==> src/rtl/pacman_pkg.sv <==
// Shared Pac-Man definitions: direction key codes, direction enum, FSM states.
package pacman_pkg;

    // Key codes the game logic understands as movement commands.
    localparam logic [7:0] DIR_UP    = 8'h1A;
    localparam logic [7:0] DIR_LEFT  = 8'h04;
    localparam logic [7:0] DIR_DOWN  = 8'h16;
    localparam logic [7:0] DIR_RIGHT = 8'h07;
    localparam logic [7:0] DIR_NONE  = 8'h00;

    // Ordering matters: the random scan walks UP, LEFT, DOWN, RIGHT.
    typedef enum logic [1:0] {
        DirUp    = 2'd0,
        DirLeft  = 2'd1,
        DirDown  = 2'd2,
        DirRight = 2'd3
    } dir_e;

    typedef enum logic [1:0] {
        StIdle   = 2'd0,
        StDecide = 2'd1,
        StHold   = 2'd2
    } state_e;

    function automatic dir_e reverse_dir(input dir_e d);
        unique case (d)
            DirUp:    return DirDown;
            DirLeft:  return DirRight;
            DirDown:  return DirUp;
            default:  return DirLeft;
        endcase
    endfunction

    function automatic logic [7:0] dir_code(input dir_e d);
        unique case (d)
            DirUp:    return DIR_UP;
            DirLeft:  return DIR_LEFT;
            DirDown:  return DIR_DOWN;
            default:  return DIR_RIGHT;
        endcase
    endfunction

endpackage

==> src/rtl/ghost_dir_gen_if.sv <==
// Game-side signals of the ghost direction generator.
interface ghost_dir_gen_if;
    logic       pause;
    logic       chase_en;
    logic [4:0] mapL;
    logic [4:0] mapR;
    logic [4:0] mapB;
    logic [4:0] mapT;
    logic [9:0] ghostX;
    logic [9:0] ghostY;
    logic [9:0] targetX;
    logic [9:0] targetY;
    logic [7:0] randomkeycode;

    modport master (
        output pause, chase_en, mapL, mapR, mapB, mapT, ghostX, ghostY, targetX, targetY,
        input  randomkeycode
    );

    modport slave (
        input  pause, chase_en, mapL, mapR, mapB, mapT, ghostX, ghostY, targetX, targetY,
        output randomkeycode
    );
endinterface

==> src/rtl/lfsr16.sv <==
// 16-bit Fibonacci LFSR, taps 16,14,13,11, shifting right.
module lfsr16 #(
    parameter logic [15:0] SEED = 16'hACE1
) (
    input  logic        frame_clk,
    input  logic        Reset,
    input  logic        enable,
    output logic [15:0] state
);

    logic [15:0] state_q;
    logic        feedback;

    // Taps 16,14,13,11 map to bits 0,2,3,5 of the right-shifting register.
    assign feedback = state_q[0] ^ state_q[2] ^ state_q[3] ^ state_q[5];

    // Advance once per frame while enabled.
    always_ff @(posedge frame_clk or posedge Reset) begin
        if (Reset) begin
            state_q <= SEED;
        end else if (enable) begin
            state_q <= {feedback, state_q[15:1]};
        end
    end

    assign state = state_q;

endmodule

==> src/rtl/ghost_dir_gen.sv <==
// Per-frame ghost direction generator: chase or random wander with wall avoidance.
module ghost_dir_gen
    import pacman_pkg::*;
#(
    parameter int unsigned HOLD_FRAMES = 32,
    parameter logic [15:0] LFSR_SEED   = 16'hACE1
) (
    input logic             frame_clk,
    input logic             Reset,
    ghost_dir_gen_if.slave  bus
);

    localparam logic [7:0] HOLD_BASE = 8'(HOLD_FRAMES);

    state_e      state_q, state_d;
    logic [7:0]  code_q, code_d;
    logic [7:0]  cnt_q, cnt_d;
    logic [15:0] lfsr;
    logic        lfsr_en;
    logic        unused_lfsr;

    assign lfsr_en     = !bus.pause;
    assign unused_lfsr = ^lfsr[15:6];

    lfsr16 #(
        .SEED (LFSR_SEED)
    ) u_lfsr (
        .frame_clk (frame_clk),
        .Reset     (Reset),
        .enable    (lfsr_en),
        .state     (lfsr)
    );

    // Bit index equals dir_e value: 0 up, 1 left, 2 down, 3 right.
    logic [3:0] open_mask, rev_mask, excl_mask, cand;
    logic       any_open;
    dir_e       cur_dir;
    logic       cur_valid;
    logic       cur_blocked;

    assign open_mask = {bus.mapR == 5'd0, bus.mapB == 5'd0, bus.mapL == 5'd0, bus.mapT == 5'd0};
    assign any_open  = |open_mask;

    // Decode the held key code back into a direction; NONE has no reverse.
    always_comb begin
        cur_valid = 1'b1;
        cur_dir   = DirUp;
        unique case (code_q)
            DIR_UP:    cur_dir = DirUp;
            DIR_LEFT:  cur_dir = DirLeft;
            DIR_DOWN:  cur_dir = DirDown;
            DIR_RIGHT: cur_dir = DirRight;
            default:   cur_valid = 1'b0;
        endcase
    end

    assign rev_mask    = cur_valid ? (4'b0001 << reverse_dir(cur_dir)) : 4'b0000;
    assign excl_mask   = open_mask & ~rev_mask;
    // Turning back is allowed only when it is the sole way out.
    assign cand        = (excl_mask != 4'b0000) ? excl_mask : open_mask;
    assign cur_blocked = cur_valid && !open_mask[cur_dir];

    // Chase: prefer the axis with the larger distance, ties go to Y.
    logic signed [10:0] dx, dy;
    logic [10:0]        adx, ady;
    dir_e               x_dir, y_dir, pri_dir, sec_dir, chase_dir;
    logic               pri_ok, sec_ok, chase_hit, chase_mode;

    assign dx         = $signed({1'b0, bus.targetX}) - $signed({1'b0, bus.ghostX});
    assign dy         = $signed({1'b0, bus.targetY}) - $signed({1'b0, bus.ghostY});
    assign adx        = dx[10] ? -dx : dx;
    assign ady        = dy[10] ? -dy : dy;
    assign x_dir      = dx[10] ? DirLeft : DirRight;
    assign y_dir      = dy[10] ? DirUp : DirDown;
    assign chase_mode = bus.chase_en && (lfsr[5:4] != 2'b00);

    // Pick the chase direction among candidates, or report a miss.
    always_comb begin
        if (adx > ady) begin
            pri_dir = x_dir;
            pri_ok  = (dx != 11'sd0);
            sec_dir = y_dir;
            sec_ok  = (dy != 11'sd0);
        end else begin
            pri_dir = y_dir;
            pri_ok  = (dy != 11'sd0);
            sec_dir = x_dir;
            sec_ok  = (dx != 11'sd0);
        end
        chase_hit = 1'b1;
        chase_dir = pri_dir;
        if (pri_ok && cand[pri_dir]) begin
            chase_dir = pri_dir;
        end else if (sec_ok && cand[sec_dir]) begin
            chase_dir = sec_dir;
        end else begin
            chase_hit = 1'b0;
        end
    end

    // First set bit of mask at or after start, wrapping modulo 4.
    function automatic dir_e scan_from(input logic [3:0] mask, input logic [1:0] start);
        dir_e       pick;
        logic [1:0] idx;
        pick = dir_e'(start);
        // Walk downward so the nearest hit is the one that survives.
        for (int i = 3; i >= 0; i--) begin
            idx = start + 2'(i);
            if (mask[idx]) begin
                pick = dir_e'(idx);
            end
        end
        return pick;
    endfunction

    dir_e rnd_dir, pick_dir;
    assign rnd_dir  = scan_from(cand, lfsr[1:0]);
    assign pick_dir = (chase_mode && chase_hit) ? chase_dir : rnd_dir;

    // Next-state, next code and hold counter.
    always_comb begin
        state_d = state_q;
        code_d  = code_q;
        cnt_d   = cnt_q;
        if (bus.pause) begin
            state_d = StIdle;
            code_d  = DIR_NONE;
            cnt_d   = 8'd0;
        end else begin
            unique case (state_q)
                StIdle: begin
                    state_d = StDecide;
                end
                StDecide: begin
                    state_d = StHold;
                    if (any_open) begin
                        code_d = dir_code(pick_dir);
                        cnt_d  = HOLD_BASE + {4'b0000, lfsr[3:0]};
                    end else begin
                        // Boxed in: keep facing the same way and retry next frame.
                        cnt_d = 8'd1;
                    end
                end
                StHold: begin
                    cnt_d = (cnt_q == 8'd0) ? 8'd0 : cnt_q - 8'd1;
                    if (cnt_q <= 8'd1 || cur_blocked) begin
                        state_d = StDecide;
                    end
                end
                default: begin
                    state_d = StIdle;
                end
            endcase
        end
    end

    // State, code and counter registers.
    always_ff @(posedge frame_clk or posedge Reset) begin
        if (Reset) begin
            state_q <= StIdle;
            code_q  <= DIR_NONE;
            cnt_q   <= 8'd0;
        end else begin
            state_q <= state_d;
            code_q  <= code_d;
            cnt_q   <= cnt_d;
        end
    end

    assign bus.randomkeycode = code_q;

endmodule

==> src/flat_wrapper.sv <==
// flat-port wrapper written by rule: the top's interface ports become plain ports
module ghost_dir_gen_flat import pacman_pkg::*;
#(
    parameter int unsigned HOLD_FRAMES = 32,
    parameter logic [15:0] LFSR_SEED   = 16'hACE1
)
  (frame_clk, Reset, bus_pause, bus_chase_en, bus_mapL, bus_mapR, bus_mapB, bus_mapT, bus_ghostX, bus_ghostY, bus_targetX, bus_targetY, bus_randomkeycode);
  ghost_dir_gen_if bus_i ();
  input logic frame_clk;
  input logic Reset;
  input wire logic [$bits(bus_i.pause)-1:0] bus_pause;
  input wire logic [$bits(bus_i.chase_en)-1:0] bus_chase_en;
  input wire logic [$bits(bus_i.mapL)-1:0] bus_mapL;
  input wire logic [$bits(bus_i.mapR)-1:0] bus_mapR;
  input wire logic [$bits(bus_i.mapB)-1:0] bus_mapB;
  input wire logic [$bits(bus_i.mapT)-1:0] bus_mapT;
  input wire logic [$bits(bus_i.ghostX)-1:0] bus_ghostX;
  input wire logic [$bits(bus_i.ghostY)-1:0] bus_ghostY;
  input wire logic [$bits(bus_i.targetX)-1:0] bus_targetX;
  input wire logic [$bits(bus_i.targetY)-1:0] bus_targetY;
  output wire logic [$bits(bus_i.randomkeycode)-1:0] bus_randomkeycode;
  assign bus_i.pause = bus_pause;
  assign bus_i.chase_en = bus_chase_en;
  assign bus_i.mapL = bus_mapL;
  assign bus_i.mapR = bus_mapR;
  assign bus_i.mapB = bus_mapB;
  assign bus_i.mapT = bus_mapT;
  assign bus_i.ghostX = bus_ghostX;
  assign bus_i.ghostY = bus_ghostY;
  assign bus_i.targetX = bus_targetX;
  assign bus_i.targetY = bus_targetY;
  assign bus_randomkeycode = bus_i.randomkeycode;
  ghost_dir_gen #(.HOLD_FRAMES(HOLD_FRAMES), .LFSR_SEED(LFSR_SEED)) u_core (.frame_clk(frame_clk), .Reset(Reset), .bus(bus_i));
endmodule
==> config.mk <==
export PLATFORM = sky130hd
export DESIGN_NAME = ghost_dir_gen_flat
export DESIGN_NICKNAME = d
export VERILOG_FILES = /design/src/rtl/pacman_pkg.sv /design/src/rtl/ghost_dir_gen_if.sv /design/src/rtl/lfsr16.sv /design/src/rtl/ghost_dir_gen.sv /design/src/flat_wrapper.sv
export SDC_FILE = /design/constraint.sdc
export NUM_CORES = 1
export LEC_CHECK = 0
export CAP_MARGIN = 10
export CORE_ASPECT_RATIO = 0.5
export CORE_MARGIN = 3
export CORE_UTILIZATION = 53
export CTS_CLUSTER_SIZE = 12
export DETAILED_ROUTE_END_ITERATION = 7
export PLACE_DENSITY = 0.89
export SLEW_MARGIN = 40
export SYNTH_ARGS = -nofsm -noshare
export SYNTH_HDL_FRONTEND = slang
export SYNTH_HIERARCHICAL = 1
export SYNTH_SLANG_ARGS = --single-unit
==> constraint.sdc <==
create_clock -name frame_clk -period 3.35 [get_ports frame_clk]
set_clock_uncertainty 0.15 [all_clocks]
set_input_delay 0.67 -clock frame_clk [delete_from_list [all_inputs] [get_ports frame_clk]]
set_output_delay 0.67 -clock frame_clk [all_outputs]
set_load 0.005 [all_outputs]
==> results by group <==
Drt
  – Initial detailed-routing violation count: 560
  – Drt wl/cell: 24.2 um
  – Via count: between 4k and 5k
  – Antenna Violating Nets Remaining: 0
  – Vias/cell: 6.98
  – Final wirelength: around 17 mm
  – TritonRoute pass-1 iters: 8
  – # DRC: 0

Placement
  – Cells after DPL: about 660
  – Pre-CTS setup slack: -1.81 ns
  – Placer Congestion: around 0.85
  – Hpwl dp: around 7.6 mm
  – PortBufs: between 60 and 70
  – Placement Cell Area: ~0.005 sq mm

Setup path
  – Setup Crit Path Kind: in -> reg
  – Crit Reg-Reg Startpoint: u_core/bus.randomkeycode[3]$_DFFE_PP0P_
  – Startpoint types: primary input
  – Arrival @ worst endpoint: 5.19 ns
  – Maximum fanout along the worst path: 4
  – Worst reg-to-reg path cell count: 11
  – Setup crit start: bus_targetY[6]
  – CP endpoint kind: flop
  – WP data required: around 3.4 ns

Layout
  – Fin util: approximately 90%
  – Nets@finish: 696
  – Most common cell after layout, fill and taps aside: buf_4
  – Fin cells: 684
  – Fillcell total: 197
  – Most frequent cells in the layout: buf_4 (83), clkdlybuf4s50_1 (44), nor2_1 (39)
  – Design Area, Final: 0.00572 sq mm
  – Synth-to-Final Area Change: 58.5%
  – Share of post-route cells with drive strength above 1: 37.3%

Job
  – Maxcap violations: 0

Yosys
  – Netlist cell types: 75
  – Synth Warn #: 6
  – Async S/R FF share, synth: 100%
  – Top_reg_cell synth: dfrtp_1
  – Avg Inst Size Synth: between 8 and 9 sq um
  – Yosys reg bits: 31
  – Post-Synthesis Cells: roughly 440
  – Sequential share of the synthesized area: around 22%
  – EDFF count, synth: 0
  – Post-Syn Area: about 0.0036 sq mm

Floorplan
  – Rows: 20
  – Initial Utilization: 57.0%
  – Die width: roughly 120 um
  – I/O pin count: 72
  – Area of the core: around 0.0063 sq mm
  – Die H: ~64 um
  – Die area: 0.00789 sq mm

Timing
  – Final hold violations: 0
  – Fin crit share: 155%
  – Max Fclk: around 0.19 GHz
  – Post-route worst setup slack: -1.83 ns
  – Final setup fails: 5
  – Min Tclk post-route: 5.18 ns
  – Worst slew pin tran: roughly 0.74 ns
  – RSZ-0062 raised after global routing: true
  – Final hold slack: roughly 0.33 ns
  – Max Slew Vio Count: 0
  – Slew margin rel.: about half

Status
  – Failing checks: negative setup slack
  – Status: complete, but fails checks

CTS
  – Clock root cell: clkbuf_16
  – CTS buffer count: 5
  – Reg clk slew, reported paths: 0.05 ns
  – Cts hold-fix bufs: 0
  – Max Buffers Root-to-Sink: 2
  – CTS tree: built
  – Clock sink total: 31
  – H-tree Lvls: 2
  – Worst skew pair latency: around 0.28 ns

Pwr
  – Pwr dens: 511 mW/mm^2
  – VDD IR-drop max: about 0.26 mV
  – Static leakage: ~0.0026 uW

Global route
  – GRT Total Usage: between 20% and 30%
  – Vias in the first global route: 4,062
  – First-pass GRT wire length: 18.5 mm
  – Largest net degree at the start of global routing: 24
  – Initial antenna violation count: 1
  – Grt total ovfl: 0

Worst hold path
  – Worst hold-check path type: reg -> reg
  – Min-Delay Path Depth: 1
  – Worst hold path startpoint: u_core/state_q[0]$_DFFE_PP0P_
==> worst max-delay path, cell delays in order <==
cell and delay [ns]:
clkdlybuf4s50_1 0.52, ha_4 0.23, o21ai_4 0.10, inv_1 0.11
a311oi_2 0.47, xor2_1 0.49, and4_4 0.36, a21oi_1 0.10
xnor2_1 0.16, ha_1 0.38, o211ai_1 0.15, a21oi_2 0.19
o221ai_4 0.14, nor2b_4 0.15, a22o_1 0.22, a221o_1 0.41
buf_4 0.17, a41o_1 0.17
==> layer usage <==
metal	track usage, %	part of all wire [%]	vias to the layer above
met3	4.60	12	208
met5	0	0	-
met2	50.0	43	512
li1	-	-	1912
met4	11.9	10	0
met1	35.0	34	2139
==> synth_stat cells, types with 4 or more instances <==
cell	number	share of area (%)
a211oi_1	6	1.2
a21o_1	8	1.7
a21oi_1	26	3.6
a31oi_1	10	1.7
and3_1	5	0.87
dfrtp_1	23	16
dfstp_2	8	5.8
ha_1	36	12
inv_1	38	4.0
mux2_2	8	2.5
mux2_4	8	3.3
nand2_1	26	2.7
nand2b_1	10	1.7
nand3_1	5	0.69
nand4_1	4	0.69
nor2_1	46	4.8
nor2b_1	6	1.0
nor3_1	14	1.9
nor3b_1	4	0.83
o211ai_1	4	0.83
o21a_1	6	1.2
o21ai_0	20	2.8
o21ai_1	7	0.97
o31ai_1	4	0.83
xnor2_1	18	4.4
xor2_1	14	3.4
==> registers in the layout (all words and copies together) (netlist names) <==
| register | flops |
|---|---|
| u_core/u_lfsr/state | 16 |
| u_core/cnt_q | 8 |
| u_core/bus.randomkeycode | 5 |
| u_core/state_q | 2 |
==> report_power, final <==
group | switching, uW | leakage [uW] | total, uW | internal, uW
Combinational | 903 | 0.00216 | 1810 | 905
Sequential | 144 | 0.000381 | 680 | 537
Clock | 161 | 0.0000734 | 432 | 271
==> metrics by stage <==
step	power (uW)	setup TNS (ns)
global placement	1910	-8.12
global route	3010	-8.67
detailed placement	1990	-8.60
finish	2920	-8.47
CTS	2510	-5.34
floorplan	1520	-3.94
==> kinds of logic (layout without fill, tap and decap cells) <==
logic type      count (synthesis)  in the layout  synth area share [%]
flops                          31             31                  21.8
xor+xnor                       32             32                  7.77
simple gates                  144            144                  21.2
mux                            18             18                  6.38
buf+inv                        48            205                  6.03
compound gates                124            124                  23.2
other cells                     1              4                 0.104
fa+ha+maj                      38             38                  13.6
==> repair_timing <==
action                     4_1_cts  5_1_grt
buffers inserted                 4        9
setup endpoints to repair        5        5
gates resized for setup         52       84
pin swaps                       30       57
==> layout make-up <==
class	count	area [sq um]	area share [%]
sequential	31	786	13.7
multi-input combinational	359	3110	54.4
antenna	1	2.50	0.0438
clock inverter	3	15.0	0.263
timing repair buffer	158	1410	24.6
clock buffer	5	125	2.19
inverter	39	161	2.82
tap	88	110	1.93
==> path summary, 6_finish.rpt <==
| check | to | slack, ns |
|---|---|---|
| worst max-delay path | u_core/bus.randomkeycode[3]$_DFFE_PP0P_ | -1.83 |
| min in group asynchronous | u_core/cnt_q[1]$_DFFE_PP0P_ | 0.64 |
| worst min-delay path | u_core/state_q[0]$_DFFE_PP0P_ | 0.33 |
| max in group asynchronous | u_core/u_lfsr/state[4]$_DFFE_PP0P_ | 2.00 |
| worst min register to register | u_core/state_q[0]$_DFFE_PP0P_ | 0.33 |
| worst max register to register | u_core/bus.randomkeycode[3]$_DFFE_PP0P_ | -0.14 |
Power figures use the tool's default switching activity.
